==> config.mk <==
export PLATFORM = sky130hd
export DESIGN_NAME = hazard_stall_unit_flat
export DESIGN_NICKNAME = d
export VERILOG_FILES = /design/src/rtl/hazard_stall_if.sv /design/src/rtl/hazard_stall_unit.sv /design/src/flat_wrapper.sv
export SDC_FILE = /design/constraint.sdc
export NUM_CORES = 1
export LEC_CHECK = 0
export ABC_AREA = 1
export CAP_MARGIN = 0
export CORE_ASPECT_RATIO = 0.7
export CORE_MARGIN = 4
export CORE_UTILIZATION = 31
export CTS_BUF_LIST = sky130_fd_sc_hd__clkbuf_16
export CTS_CLUSTER_DIAMETER = 150
export DETAILED_ROUTE_END_ITERATION = 10
export MAX_ROUTING_LAYER = met4
export SLEW_MARGIN = 5
export SYNTH_ARGS = -nofsm -noshare
export SYNTH_HDL_FRONTEND = slang
export SYNTH_SLANG_ARGS = --single-unit
==> constraint.sdc <==
create_clock -name clk -period 3.1 [get_ports clk]
set_clock_uncertainty 0.2 [all_clocks]
set_input_delay 0.31 -clock clk [delete_from_list [all_inputs] [get_ports clk]]
set_output_delay 0.31 -clock clk [all_outputs]
set_load 0.05 [all_outputs]
==> src/rtl/hazard_stall_if.sv <==
// Pipeline-side view of the stall controller: D-stage operand usage, E/M
// destination timing, MDU issue, and the resulting enables and statistics.
interface hazard_stall_if #(
  parameter int REG_AW = 5,
  parameter int T_W    = 2,
  parameter int CNT_W  = 32
);
  logic [REG_AW-1:0] d_rs_addr;
  logic              d_rs_use;
  logic [T_W-1:0]    d_rs_tuse;
  logic [REG_AW-1:0] d_rt_addr;
  logic              d_rt_use;
  logic [T_W-1:0]    d_rt_tuse;
  logic              d_is_mdu;
  logic [REG_AW-1:0] e_wa;
  logic [T_W-1:0]    e_tnew;
  logic [REG_AW-1:0] m_wa;
  logic [T_W-1:0]    m_tnew;
  logic              e_mdu_start;
  logic              e_mdu_is_div;
  logic              pc_en;
  logic              d_en;
  logic              e_clr;
  logic              mdu_busy;
  logic [CNT_W-1:0]  stall_cnt;
  logic [CNT_W-1:0]  mdu_stall_cnt;

  modport master (
    output d_rs_addr, d_rs_use, d_rs_tuse,
    output d_rt_addr, d_rt_use, d_rt_tuse,
    output d_is_mdu, e_wa, e_tnew, m_wa, m_tnew,
    output e_mdu_start, e_mdu_is_div,
    input  pc_en, d_en, e_clr, mdu_busy, stall_cnt, mdu_stall_cnt
  );

  modport slave (
    input  d_rs_addr, d_rs_use, d_rs_tuse,
    input  d_rt_addr, d_rt_use, d_rt_tuse,
    input  d_is_mdu, e_wa, e_tnew, m_wa, m_tnew,
    input  e_mdu_start, e_mdu_is_div,
    output pc_en, d_en, e_clr, mdu_busy, stall_cnt, mdu_stall_cnt
  );
endinterface

==> src/rtl/hazard_stall_unit.sv <==
// Tuse/Tnew stall controller for the 5-stage pipeline with an internal
// multiply/divide busy timer and saturating stall statistics.
module hazard_stall_unit #(
  parameter int REG_AW   = 5,
  parameter int T_W      = 2,
  parameter int MULT_LAT = 5,
  parameter int DIV_LAT  = 10,
  parameter int CNT_W    = 32
) (
  input  logic         clk,
  input  logic         reset,
  hazard_stall_if.slave hz
);

  localparam int MAX_LAT = (MULT_LAT > DIV_LAT) ? MULT_LAT : DIV_LAT;
  localparam int TMR_W   = $clog2(MAX_LAT + 1);

  localparam logic [TMR_W-1:0]  TMR_ZERO  = {TMR_W{1'b0}};
  localparam logic [TMR_W-1:0]  TMR_ONE   = TMR_W'(1);
  localparam logic [TMR_W-1:0]  MULT_LOAD = TMR_W'(MULT_LAT);
  localparam logic [TMR_W-1:0]  DIV_LOAD  = TMR_W'(DIV_LAT);
  localparam logic [CNT_W-1:0]  CNT_ZERO  = {CNT_W{1'b0}};
  localparam logic [CNT_W-1:0]  CNT_ONE   = CNT_W'(1);
  localparam logic [CNT_W-1:0]  CNT_MAX   = {CNT_W{1'b1}};
  localparam logic [REG_AW-1:0] REG_ZERO  = {REG_AW{1'b0}};

  // A result is still in flight when the consumer needs it sooner than the producer delivers it.
  function automatic logic operand_hazard(
    input logic              src_use,
    input logic [REG_AW-1:0] src_addr,
    input logic [T_W-1:0]    src_tuse,
    input logic [REG_AW-1:0] dst_addr,
    input logic [T_W-1:0]    dst_tnew
  );
    return src_use & (src_addr == dst_addr) & (dst_addr != REG_ZERO) & (src_tuse < dst_tnew);
  endfunction

  logic             stall_data_s;
  logic             stall_mdu_s;
  logic             stall_s;
  logic [TMR_W-1:0] timer_d, timer_q;
  logic             mdu_busy_d, mdu_busy_q;
  logic [CNT_W-1:0] stall_cnt_d, stall_cnt_q;
  logic [CNT_W-1:0] mdu_stall_cnt_d, mdu_stall_cnt_q;

  // Hazard detection across both source operands and the E/M producers.
  always_comb begin
    stall_data_s = operand_hazard(hz.d_rs_use, hz.d_rs_addr, hz.d_rs_tuse, hz.e_wa, hz.e_tnew)
                 | operand_hazard(hz.d_rs_use, hz.d_rs_addr, hz.d_rs_tuse, hz.m_wa, hz.m_tnew)
                 | operand_hazard(hz.d_rt_use, hz.d_rt_addr, hz.d_rt_tuse, hz.e_wa, hz.e_tnew)
                 | operand_hazard(hz.d_rt_use, hz.d_rt_addr, hz.d_rt_tuse, hz.m_wa, hz.m_tnew);
    stall_mdu_s  = hz.d_is_mdu & (hz.e_mdu_start | mdu_busy_q);
    stall_s      = stall_data_s | stall_mdu_s;
  end

  // Pipeline enables; reset forces the free-running state regardless of hazards.
  always_comb begin
    hz.pc_en = 1'b1;
    hz.d_en  = 1'b1;
    hz.e_clr = 1'b0;
    if (reset) begin
      hz.pc_en = 1'b1;
      hz.d_en  = 1'b1;
      hz.e_clr = 1'b0;
    end else if (stall_s) begin
      hz.pc_en = 1'b0;
      hz.d_en  = 1'b0;
      hz.e_clr = 1'b1;
    end else begin
      hz.pc_en = 1'b1;
      hz.d_en  = 1'b1;
      hz.e_clr = 1'b0;
    end
  end

  // MDU timer: a new start always reloads, even over an operation still running.
  always_comb begin
    timer_d = timer_q;
    if (hz.e_mdu_start) begin
      if (hz.e_mdu_is_div) begin
        timer_d = DIV_LOAD;
      end else begin
        timer_d = MULT_LOAD;
      end
    end else if (timer_q != TMR_ZERO) begin
      timer_d = timer_q - TMR_ONE;
    end else begin
      timer_d = timer_q;
    end
    mdu_busy_d = (timer_d != TMR_ZERO);
  end

  // Saturating statistics; MDU-only stalls exclude cycles a data hazard would have stalled anyway.
  always_comb begin
    stall_cnt_d     = stall_cnt_q;
    mdu_stall_cnt_d = mdu_stall_cnt_q;
    if (stall_s && (stall_cnt_q != CNT_MAX)) begin
      stall_cnt_d = stall_cnt_q + CNT_ONE;
    end else begin
      stall_cnt_d = stall_cnt_q;
    end
    if (stall_mdu_s && !stall_data_s && (mdu_stall_cnt_q != CNT_MAX)) begin
      mdu_stall_cnt_d = mdu_stall_cnt_q + CNT_ONE;
    end else begin
      mdu_stall_cnt_d = mdu_stall_cnt_q;
    end
  end

  // State registers with asynchronous clear.
  always_ff @(posedge clk or posedge reset) begin
    if (reset) begin
      timer_q         <= TMR_ZERO;
      mdu_busy_q      <= 1'b0;
      stall_cnt_q     <= CNT_ZERO;
      mdu_stall_cnt_q <= CNT_ZERO;
    end else begin
      timer_q         <= timer_d;
      mdu_busy_q      <= mdu_busy_d;
      stall_cnt_q     <= stall_cnt_d;
      mdu_stall_cnt_q <= mdu_stall_cnt_d;
    end
  end

  assign hz.mdu_busy      = mdu_busy_q;
  assign hz.stall_cnt     = stall_cnt_q;
  assign hz.mdu_stall_cnt = mdu_stall_cnt_q;

endmodule

==> src/flat_wrapper.sv <==
// flat-port wrapper written by rule: the top's interface ports become plain ports
module hazard_stall_unit_flat 
#(
  parameter int REG_AW   = 5,
  parameter int T_W      = 2,
  parameter int MULT_LAT = 5,
  parameter int DIV_LAT  = 10,
  parameter int CNT_W    = 32
)
  (clk, reset, hz_d_rs_addr, hz_d_rs_use, hz_d_rs_tuse, hz_d_rt_addr, hz_d_rt_use, hz_d_rt_tuse, hz_d_is_mdu, hz_e_wa, hz_e_tnew, hz_m_wa, hz_m_tnew, hz_e_mdu_start, hz_e_mdu_is_div, hz_pc_en, hz_d_en, hz_e_clr, hz_mdu_busy, hz_stall_cnt, hz_mdu_stall_cnt);
  hazard_stall_if #(.REG_AW(REG_AW), .T_W(T_W), .CNT_W(CNT_W)) hz_i ();
  input  logic clk;
  input  logic reset;
  input wire logic [$bits(hz_i.d_rs_addr)-1:0] hz_d_rs_addr;
  input wire logic [$bits(hz_i.d_rs_use)-1:0] hz_d_rs_use;
  input wire logic [$bits(hz_i.d_rs_tuse)-1:0] hz_d_rs_tuse;
  input wire logic [$bits(hz_i.d_rt_addr)-1:0] hz_d_rt_addr;
  input wire logic [$bits(hz_i.d_rt_use)-1:0] hz_d_rt_use;
  input wire logic [$bits(hz_i.d_rt_tuse)-1:0] hz_d_rt_tuse;
  input wire logic [$bits(hz_i.d_is_mdu)-1:0] hz_d_is_mdu;
  input wire logic [$bits(hz_i.e_wa)-1:0] hz_e_wa;
  input wire logic [$bits(hz_i.e_tnew)-1:0] hz_e_tnew;
  input wire logic [$bits(hz_i.m_wa)-1:0] hz_m_wa;
  input wire logic [$bits(hz_i.m_tnew)-1:0] hz_m_tnew;
  input wire logic [$bits(hz_i.e_mdu_start)-1:0] hz_e_mdu_start;
  input wire logic [$bits(hz_i.e_mdu_is_div)-1:0] hz_e_mdu_is_div;
  output wire logic [$bits(hz_i.pc_en)-1:0] hz_pc_en;
  output wire logic [$bits(hz_i.d_en)-1:0] hz_d_en;
  output wire logic [$bits(hz_i.e_clr)-1:0] hz_e_clr;
  output wire logic [$bits(hz_i.mdu_busy)-1:0] hz_mdu_busy;
  output wire logic [$bits(hz_i.stall_cnt)-1:0] hz_stall_cnt;
  output wire logic [$bits(hz_i.mdu_stall_cnt)-1:0] hz_mdu_stall_cnt;
  assign hz_i.d_rs_addr = hz_d_rs_addr;
  assign hz_i.d_rs_use = hz_d_rs_use;
  assign hz_i.d_rs_tuse = hz_d_rs_tuse;
  assign hz_i.d_rt_addr = hz_d_rt_addr;
  assign hz_i.d_rt_use = hz_d_rt_use;
  assign hz_i.d_rt_tuse = hz_d_rt_tuse;
  assign hz_i.d_is_mdu = hz_d_is_mdu;
  assign hz_i.e_wa = hz_e_wa;
  assign hz_i.e_tnew = hz_e_tnew;
  assign hz_i.m_wa = hz_m_wa;
  assign hz_i.m_tnew = hz_m_tnew;
  assign hz_i.e_mdu_start = hz_e_mdu_start;
  assign hz_i.e_mdu_is_div = hz_e_mdu_is_div;
  assign hz_pc_en = hz_i.pc_en;
  assign hz_d_en = hz_i.d_en;
  assign hz_e_clr = hz_i.e_clr;
  assign hz_mdu_busy = hz_i.mdu_busy;
  assign hz_stall_cnt = hz_i.stall_cnt;
  assign hz_mdu_stall_cnt = hz_i.mdu_stall_cnt;
  hazard_stall_unit #(.REG_AW(REG_AW), .T_W(T_W), .MULT_LAT(MULT_LAT), .DIV_LAT(DIV_LAT), .CNT_W(CNT_W)) u_core (.clk(clk), .reset(reset), .hz(hz_i));
endmodule
; ---- Word level (Yosys, flattened, before mapping)
; Index checks and enable logic that the tools add are counted.
[classes]
n_bitwise = 18
n_eq_ne = 6
addsub = 3
mux = 7
reduce_logical = 8
order_cmp = 4
[op_table]
columns = cell, count
row1 = adder 32 x 1 -> 32 bit (second input constant), 2
row2 = inequality test 32 bit (second input constant), 2
row3 = == test 5 bit, 4
row4 = AND 1 bit, 13
row5 = 2-to-1 mux 4 bit, 3
row6 = nonzero test 5 bit, 2
row7 = less-than comparator 2 bit, 4
row8 = nonzero test 4 bit, 2
row9 = OR 1 bit, 5
row10 = 2-to-1 mux 1 bit, 4
row11 = subtractor 4 x 1 -> 4 bit (second input constant), 1
row12 = logical AND 1 bit, 3
row13 = logical NOT 1 bit, 1
[totals]
in_bits = 35
out_inout_bits = 68
wordCells = 50
regBits = 69

; ---- Depth between registers and ports, before layout
; Gate-level depths: netlist of the first run.
[logic_depth]
word_depth = 10
mapped_depth = 14
depth_no_buf = 13

; ---- Worst setup path before layout of the first run
; OpenSTA, ideal clock, no wires.
[synth_path]
path_type = input -> output
start = input reset
end = output hz_e_clr
path_stages = 3
setup_slack_ns = -0.545
arrival_time_ns = 3.135
required_ns = 2.590
path_cell_list = inv_1 > nand2_1 > inv_1
[synth_between]
elab_chain_len = 1
[synth_lines]
columns = item, line
row1 = start: declaration, flat_wrapper.sv:13  ; input logic reset;
row2 = 2-to-1 mux 1 bit, hazard_stall_unit.sv:61  ; if (reset) begin
row3 = end: declaration, flat_wrapper.sv:29  ; output wire logic [$bits(hz_i.e_clr)-1:0] hz_e_clr;
; No other way between the ends.

; ---- Final worst setup path of the first run
[layout_path]
start = input hz_e_tnew[1]
end = output hz_e_clr
[layout_between]
elab_chain_len = 8
[layout_lines]
columns = item, line
row1 = start: declaration, flat_wrapper.sv:22  ; input wire logic [$bits(hz_i.e_tnew)-1:0] hz_e_tnew;
row2 = less-than comparator 2 bit, hazard_stall_unit.sv:35  ; return src_use & (src_addr == dst_addr) & (dst_addr != REG_ZERO) & (src_tuse < dst_tnew);
row3 = AND 1 bit, hazard_stall_unit.sv:35
row4 = OR 1 bit, hazard_stall_unit.sv:49  ; | operand_hazard(hz.d_rs_use, hz.d_rs_addr, hz.d_rs_tuse, hz.m_wa, hz.m_tnew)
row5 = OR 1 bit (*), hazard_stall_unit.sv:50  ; | operand_hazard(hz.d_rt_use, hz.d_rt_addr, hz.d_rt_tuse, hz.e_wa, hz.e_tnew)
row6 = OR 1 bit (*), hazard_stall_unit.sv:51  ; | operand_hazard(hz.d_rt_use, hz.d_rt_addr, hz.d_rt_tuse, hz.m_wa, hz.m_tnew);
row7 = OR 1 bit (*), hazard_stall_unit.sv:53  ; stall_s = stall_data_s | stall_mdu_s;
row8 = 2-to-1 mux 1 bit (*), hazard_stall_unit.sv:65  ; end else if (stall_s) begin
row9 = 2-to-1 mux 1 bit (*), hazard_stall_unit.sv:61
; Mark *: on every way between the ends. The rest lies on a longest branch, timed or not.

==> flow_summary.yaml, run 1 <==
final_layout:
  fillerInstances: 1608
  syn_to_final_growth_pct: 29.8
  regArea_sq_um: 1730
  nets: 884
  final_area_sq_um: 6500
  multi_input_area_sq_um: 2890
  layout-drive-gt1-share: 0.0496
  diodes: 0
clocking:
  clkSlewWorstSetupHoldPaths_ns: 0.05
  clockRootBuffer: "clkbuf_16"
  clkSinkCount: 69
  cts_inserted_buffers: 9
  clockBufferDepth: 2
  clk_latency_ns: 0.35
  ctsResizeCount: 0
  cts_tree: "yes"
  h-tree-depth: 3
  holdBufCountCts: 0
  cts_setup_buffers: 0
die:
  start_util: 0.320
  die_w_um: 160
  dieArea_sq_um: 18300
  die_y_um: 114
  ios: 103
  num_rows: 38
  core_area_sq_um: 15600
route:
  via_per_inst: 4.84
  wirelength_um: 15400
  antenna_left: 0
  drt_iter0_markers: 429
  wl_per_cell_um: 14.7
  remaining_drc_errors: 0
  via_count: 5059
  firstDrtPassIters: 5
power_and_ir_drop:
  switching_power_mw: 0.961
  p_sw_frac: 0.356
  p_clk_frac: 0.338
  power.density_nw_per_um2: 416
  irDropWorstVdd_v: 0.000205
  internal-power_mw: 1.74
  seqPwrFrac: 0.397
  combPwrFrac: 0.264
  power_leakage_nw: 3.16
timing:
  fmax_mhz: 375
  hold_violations: 0
  max_slew.worst_pin.slew_ns: 0.614
  fin_ws_ns: 0.436
  slew_headroom: 0.588
  drv_slew: 0
  fin_crit_ns: 2.66
  timing.hold.ws_ns: 0.336
  tns_ns: 0
  setup_violations: 0
  finalCritPeriodShare: 0.859
  rsz0062_at_grt: "false"
worst_setup_path:
  worstSetupEndpointType: "output pin"
  cp.arrival_ns: 2.15
  cp.required_ns: 2.59
  cp-start-kind: "input port"
  crit_type: "input port to output pin"
  crit_fanout: 3
place:
  portBuffers: 102
  gp_congestion: 0.924
  placed_area_sq_um: 6250
  dp_hpwl_um: 11900
  pre_cts_slack_ns: 0.413
synthesis:
  synth_top_area_frac: 0.345
  synth.avg_cell_area_sq_um: 6.75
  synth_cell_type_count: 30
  synth_nets: 783
  ys_seq_area_frac: 0.345
  synth_warnings: 0
  synth-seq-cells: 69
  synth_area_sq_um: 5000
  postSynthCellCount: 741
  synth_area_leaders: "dfrtp_1 (35%), nand2_1 (20%), nand3_1 (9.2%)"
  yosysTopAreaCell: "dfrtp_1"
global_route:
  grtUsageTotal: 0.176
  grt_pass1_wl_um: 24900
  grt_antenna_before_repair: 0
  grt_max_degree: 38
  grt_overflow_total: 0
  grt_pass1_vias: 4612
job:
  cap_violations: 0
hold_path:
  hold_class: "input port to async pin"
run_status:
  status: "finished, final reports clean"
-- per-stage QoR --
step | power, mW | std cells | util
after floorplan | 1.54 | 741 | -
after global routing | 2.85 | 1046 | 0.415
after detailed placement | 1.80 | 1031 | 0.399
final | 2.70 | 1046 | 0.415
after CTS | 2.74 | 1046 | 0.415
after global placement | 1.80 | 1031 | 0.399
-- power by group through the flow --
stage               clock, mW  combinational (mW)  sequential, mW
floorplan                   0               0.286            1.25
global placement            0               0.719            1.08
detailed placement          0               0.718            1.09
CTS                     0.947               0.721            1.07
global route            0.994               0.771            1.08
finish                  0.913               0.714            1.07
-- flip-flops by register name, summed over array words and instances, names as in the netlist --
| signal | count |
|---|---|
| u_core.timer_q | 4 |
| u_core.hz.mdu_busy | 1 |
| u_core.hz.mdu_stall_cnt | 32 |
| u_core.hz.stall_cnt | 32 |
-- final timing paths --
kind	from	endpoint	slack, ns	cells after the start
max	hz_e_tnew[1]	hz_e_clr	0.44	13
max in group asynchronous	reset	u_core.hz.mdu_stall_cnt[17]	1.52	4
max reg2reg	u_core.hz.mdu_stall_cnt[1]	u_core.hz.mdu_stall_cnt[20]	0.51	12
min	reset	u_core.hz.stall_cnt[15]	0.34	3
min in group clk	u_core.hz.stall_cnt[31]	u_core.hz.stall_cnt[31]	0.34	2
min reg2reg	u_core.hz.stall_cnt[31]	u_core.hz.stall_cnt[31]	0.34	2
-- layer usage --
metal  wire length, um  global-route usage
met1              8180               0.274
met2              5700               0.214
met3              1400              0.0518
met4               146              0.0424
met5                 0                   -
-- placed cells by master (no fill, tap or decap), types with 5 or more instances in the layout --
master / count
a21oi_1: 5
xnor2_1: 16
nand4_1: 15
nor3_1: 26
ha_1: 7
nor2_1: 70
inv_1: 65
dfrtp_1: 69
buf_4: 10
clkbuf_16: 9
nand3_1: 92
xor2_1: 43
clkdlybuf4s50_1: 99
nand3b_1: 6
o21ai_0: 9
nand2_1: 273
-- Yosys cell counts --
cell type,n
a21oi_1,5
nor2_4,2
nor3b_1,2
nor3_2,1
xnor2_1,16
o211ai_1,1
buf_4,1
nor4_1,2
clkbuf_1,9
nor2_1,71
a31oi_1,1
nand2_2,2
nand4_1,15
dfrtp_1,69
nand3b_1,6
nand4_4,1
o21ai_0,9
inv_2,3
ha_1,7
nand3_4,1
nor3_1,26
inv_1,64
buf_2,6
buf_6,6
nand3_1,92
nand2_1,273
nand4_2,2
xor2_1,43
nor2_2,2
nand3_2,3
-- cell families (layout without fill, tap and decap cells) --
| family | after synthesis | in the layout | synth area share |
|---|---|---|---|
| simple gates | 501 | 501 | 0.439 |
| buf+inv | 89 | 194 | 0.0780 |
| flops | 69 | 69 | 0.345 |
| xor+xnor | 59 | 59 | 0.103 |
| compound gates | 16 | 16 | 0.0167 |
| fa+ha+maj | 7 | 7 | 0.0175 |
-- area by class of cell --
cell class              count  share of cell area
inverters                  67              0.0393
clock inverters             6             0.00366
clock buffers               9              0.0347
well taps                 200              0.0385
multi-input cells         583               0.445
repair buffers            112               0.173
flip-flops and latches     69               0.266
-- worst max-delay path, cell delays in order --
cell and delay, ns:
clkdlybuf4s50_1 0.45, inv_1 0.06, ha_1 0.28, o21ai_0 0.07, nand2_1 0.07, nor2_1 0.10
nand3_1 0.07, nand2_1 0.07, nand2_1 0.10, nand3_2 0.11, nand2_1 0.18, inv_1 0.15
buf_12 0.14
(Power assumes the default switching activity.)
==> run 2, diff against run 1 <==
CTS_BUF_LIST = sky130_fd_sc_hd__clkbuf_8   (was sky130_fd_sc_hd__clkbuf_16)
CTS_CLUSTER_DIAMETER = 80   (was 150)
==> run 2 against run 1 <==
Hold slack lost 0.025 ns. Sequential share of layout area up 0.29 points. Final area shrank 1.1%. First-iteration DRC count fell by 21%. Routed wire length is 0.20% lower. Fmax grew 0.15%. Non-clock buffer count did not move. Worst setup slack better by 0.0040 ns. Clock power decreased by 23%. Sequential power about the same. Count of clock-buffer cells in the layout up 3. Largest cell class unchanged.
==> flow_summary.yaml, run 2 (synthesis results as in run 1) <==
clocking:
  clockBufferDepth: 2
  holdBufCountCts: 0
  clkSinkCount: 69
  ctsResizeCount: 0
  clkSlewWorstSetupHoldPaths_ns: 0.07
  cts_setup_buffers: 0
  clk_latency_ns: 0.38
  cts_inserted_buffers: 9
  h-tree-depth: 3
  cts_tree: "yes"
  clockRootBuffer: "clkbuf_8"
hold_path:
  hold_class: "input port to async pin"
route:
  antenna_left: 0
  drt_iter0_markers: 339
  firstDrtPassIters: 5
  via_count: 5051
  wl_per_cell_um: 14.7
  via_per_inst: 4.83
  remaining_drc_errors: 0
  wirelength_um: 15400
worst_setup_path:
  crit_path_start: "hz_e_tnew[1]"
  cp-start-kind: "input port"
  path_buf_inv: 4
  cpMostUsedCell: "nand2_1"
  cp.required_ns: 2.59
  worstSetupEndpointType: "output pin"
  cp.arrival_ns: 2.15
  slowest_stage: "clkdlybuf4s50_1"
  crit_type: "input port to output pin"
  crit_family: "buffers and inverters"
  regToRegSetupSlack_ns: 0.49
  r2r-end: "u_core.hz.mdu_stall_cnt[20]"
  slowest_delay_ns: 0.45
  crit_fanout: 3
  crit_path_cell_trace: "clkdlybuf4s50_1 -> inv_1 -> ha_1 -> o21ai_0 -> nand2_1 -> nor2_1 -> nand3_1 -> nand2_1 -> nand2_1 -> nand3_2 -> nand2_1 -> inv_1 -> buf_12"
  crit-reg2reg-launch: "u_core.hz.mdu_stall_cnt[1]"
  rr_worst_depth: 12
global_route:
  grt_overflow_total: 0
  grt_max_degree: 38
  grtUsageTotal: 0.175
  grt_antenna_before_repair: 0
  grt_pass1_vias: 4581
  grt_pass1_wl_um: 24800
die:
  dieArea_sq_um: 18300
  core_area_sq_um: 15600
  num_rows: 38
  start_util: 0.320
  die_w_um: 160
  die_y_um: 114
  ios: 103
final_layout:
  final_cell_count_no_fill: 1046
  diodes: 0
  final_core_util: 0.411
  layout.cells.most_common_list: "nand2_1 (273), clkdlybuf4s50_1 (99), nand3_1 (92)"
  final_common_cell: "nand2_1"
  layout-drive-gt1-share: 0.0532
  regArea_sq_um: 1730
  nets: 884
  multi_input_area_sq_um: 2890
  fillerInstances: 1617
  syn_to_final_growth_pct: 28.4
timing:
  fmax_mhz: 376
  drv_slew: 0
  finalCritPeriodShare: 0.858
  timing.hold.ws_ns: 0.312
  slew_headroom: 0.591
  max_slew.worst_pin.slew_ns: 0.609
  setup_violations: 0
  rsz0062_at_grt: "false"
  hold_violations: 0
  tns_ns: 0
  fin_crit_ns: 2.66
place:
  portBuffers: 102
  place_inst: 1031
  dp_hpwl_um: 11900
  gp_congestion: 0.924
power_and_ir_drop:
  irDropWorstVdd_v: 0.000205
  power_leakage_nw: 3.13
  power.density_nw_per_um2: 388
job:
  cap_violations: 0
run_status:
  status: "finished, final reports clean"
-- run 2: final cells by class --
type | count | share of cell area
clock buffer | 12 | 0.0257
clock inverter | 3 | 0.00195
inverter | 67 | 0.0397
multi-input combinational | 583 | 0.450
sequential | 69 | 0.269
tap | 200 | 0.0389
timing repair buffer | 112 | 0.175
-- run 2: power by group --
part | internal [mW] | switching (mW)
clock network | 0.345 | 0.359
logic | 0.255 | 0.460
registers | 0.962 | 0.109
-- run 2: worst min-delay path: stages --
cell and delay (ns):
clkdlybuf4s50_1 0.44, clkinvlp_4 0.13, buf_4 0.43
-- run 2: routing by layer --
metal | GRT usage | vias up | wire length (um)
li1 | - | 2558 | -
met1 | 0.275 | 2280 | 8170
met2 | 0.213 | 202 | 5690
met3 | 0.0543 | 11 | 1390
met4 | 0.0350 | 0 | 143
met5 | - | - | 0
-- run 2: per-stage QoR --
step	setup slack, ns	total power, mW	cell area [sq um]
after CTS	0.409	2.52	6430
after detailed placement	0.413	1.80	6250
final	0.440	2.49	6430
after floorplan	0.157	1.54	5010
after global placement	0.428	1.80	6250
after global routing	0.249	2.64	6430
-- run 2: worst max path at each step --
stage | cells past startpoint | end | slack [ns]
floorplan | 3 | hz_e_clr | 0.16
global placement | 13 | hz_e_clr | 0.43
detailed placement | 13 | hz_e_clr | 0.41
CTS | 13 | hz_e_clr | 0.41
global route | 13 | hz_e_clr | 0.25
finish | 13 | hz_e_clr | 0.44
==> run 3, diff against run 2 <==
CORE_MARGIN = not set   (was 4)
PLACE_DENSITY_LB_ADDON = 0.1   (was not set)
==> run 3 against run 2 <==
Clock power rose by 30%. Final area rose by 0.84%. Count of clock-buffer cells in the layout down 3. Hold slack better by 0.031 ns. Sequential power is essentially flat. Largest power group unchanged.
==> flow_summary.yaml, run 3 (synthesis results as in run 1) <==
run_status:
  status: "finished, final reports clean"
clocking:
  ctsResizeCount: 0
  clockBufferDepth: 2
  cts_inserted_buffers: 9
  cts_tree: "yes"
  holdBufCountCts: 0
  clk_latency_ns: 0.37
  clockRootBuffer: "clkbuf_8"
  cts_setup_buffers: 0
  clkSinkCount: 69
  h-tree-depth: 3
  clkSlewWorstSetupHoldPaths_ns: 0.08
worst_setup_path:
  crit_family: "buffers and inverters"
  cp-start-kind: "input port"
  worstSetupEndpointType: "output pin"
  cp.arrival_ns: 2.17
  crit_fanout: 3
  path_buf_inv: 4
  slowest_stage: "clkdlybuf4s50_1"
  cp.required_ns: 2.59
  crit_type: "input port to output pin"
  crit_path_cell_trace: "clkdlybuf4s50_1 -> inv_1 -> ha_1 -> o21ai_0 -> nand2_1 -> nor2_1 -> nand3_1 -> nand2_1 -> nand2_1 -> nand3_2 -> nand2_1 -> inv_1 -> buf_4"
  cpMostUsedCell: "nand2_1"
  slowest_delay_ns: 0.45
timing:
  fmax_mhz: 374
  fin_crit_ns: 2.68
  hold_violations: 0
  slew_headroom: 0.400
  max_slew.worst_pin.slew_ns: 0.900
  drv_slew: 0
  setup_violations: 0
  rsz0062_at_grt: "false"
  tns_ns: 0
  finalCritPeriodShare: 0.863
power_and_ir_drop:
  p_clk_frac: 0.337
  internal-power_mw: 1.75
  total_power_mw: 2.71
  irDropWorstVdd_v: 0.000215
  combPwrFrac: 0.266
  switching_power_mw: 0.964
  power_leakage_nw: 3.15
  p_sw_frac: 0.355
  power.density_nw_per_um2: 418
  seqPwrFrac: 0.397
global_route:
  grt_antenna_before_repair: 0
  grt_overflow_total: 0
  grtUsageTotal: 0.203
  grt_pass1_vias: 4715
  grt_pass1_wl_um: 25300
  grt_max_degree: 70
final_layout:
  layout.cells.most_common_list: "nand2_1 (273), clkdlybuf4s50_1 (99), nand3_1 (92)"
  diodes: 0
  nets: 883
  final_common_cell: "nand2_1"
  syn_to_final_growth_pct: 29.5
  layout-drive-gt1-share: 0.0544
route:
  via_per_inst: 4.82
  antenna_left: 0
  wl_per_cell_um: 14.9
  wirelength_um: 15600
  drt_iter0_markers: 328
  firstDrtPassIters: 5
  remaining_drc_errors: 0
  via_count: 5037
place:
  portBuffers: 102
  gp_congestion: 0.907
  dp_hpwl_um: 12000
hold_path:
  hold_class: "flip-flop to flip-flop"
die:
  num_rows: 38
  start_util: 0.320
  core_area_sq_um: 15600
  die_y_um: 108
  dieArea_sq_um: 16700
  ios: 103
  die_w_um: 154
job:
  cap_violations: 0
==> run 3: changes by cell type in the layout (fill, tap and decap cells not counted), sizes merged <==
cell / before / now
bufinv: 0 / 3
clkbuf: 12 / 9
buf: 13 / 12
clkinv: 1 / 2
clkinvlp: 1 / 2
inv: 68 / 67
==> run 3: stage by stage <==
step / setup slack, ns / utilization / hold slack [ns] / cell area (sq um) / std cells
final: 0.425 / 0.414 / 0.343 / 6480 / 1046
after CTS: 0.411 / 0.414 / 0.356 / 6480 / 1046
after global routing: 0.242 / 0.414 / 0.391 / 6480 / 1046
after detailed placement: 0.415 / 0.399 / 0.324 / 6240 / 1030
after floorplan: 0.157 / - / 0.249 / 5010 / 741
after global placement: 0.470 / 0.399 / 0.330 / 6240 / 1030
==> run 3: layer usage <==
layer | part of all wire | track usage
met3 | 0.058 | 0.0413
met1 | 0.55 | 0.309
met5 | 0 | -
met2 | 0.38 | 0.266
met4 | 0.0088 | 0.0471
==> run 3: final timing paths <==
kind | slack (ns) | cells after the start | endpoint | start
max | 0.42 | 13 | hz_e_clr | hz_e_tnew[1]
min | 0.34 | 2 | u_core.hz.stall_cnt[31] | u_core.hz.stall_cnt[31]
max reg2reg | 0.57 | 10 | u_core.hz.stall_cnt[16] | u_core.hz.stall_cnt[1]
min reg2reg | 0.34 | 2 | u_core.hz.stall_cnt[31] | u_core.hz.stall_cnt[31]
max in group asynchronous | 1.72 | 3 | u_core.hz.mdu_stall_cnt[13] | reset
min in group asynchronous | 0.40 | 3 | u_core.timer_q[2] | reset
==> run 3: tightest hold or removal path: cells and delay by family, from the launching register on <==
| kind | cells | cell delay, ns |
|---|---|---|
| flip-flops | 1 | 0.40 |
| AND/OR/NAND/NOR | 2 | 0.12 |
==> run 3: area by class of cell <==
| cell class | instances | area, sq um |
|---|---|---|
| Tap cell | 200 | 250 |
| Timing Repair Buffer | 111 | 1120 |
| Multi-Input combinational cell | 583 | 2890 |
| Clock buffer | 9 | 124 |
| Fill cell | 1637 | 9160 |
| Inverter | 67 | 255 |
| Sequential cell | 69 | 1730 |
| Clock inverter | 7 | 115 |
==> run 3: power groups by stage <==
stage	Sequential [mW]	Clock (mW)	Combinational (mW)
2_1_floorplan	1.25	0	0.286
3_3_place_gp	1.09	0	0.718
3_5_place_dp	1.09	0	0.723
4_1_cts	1.07	0.945	0.728
5_1_grt	1.09	0.986	0.778
6_report	1.08	0.914	0.721
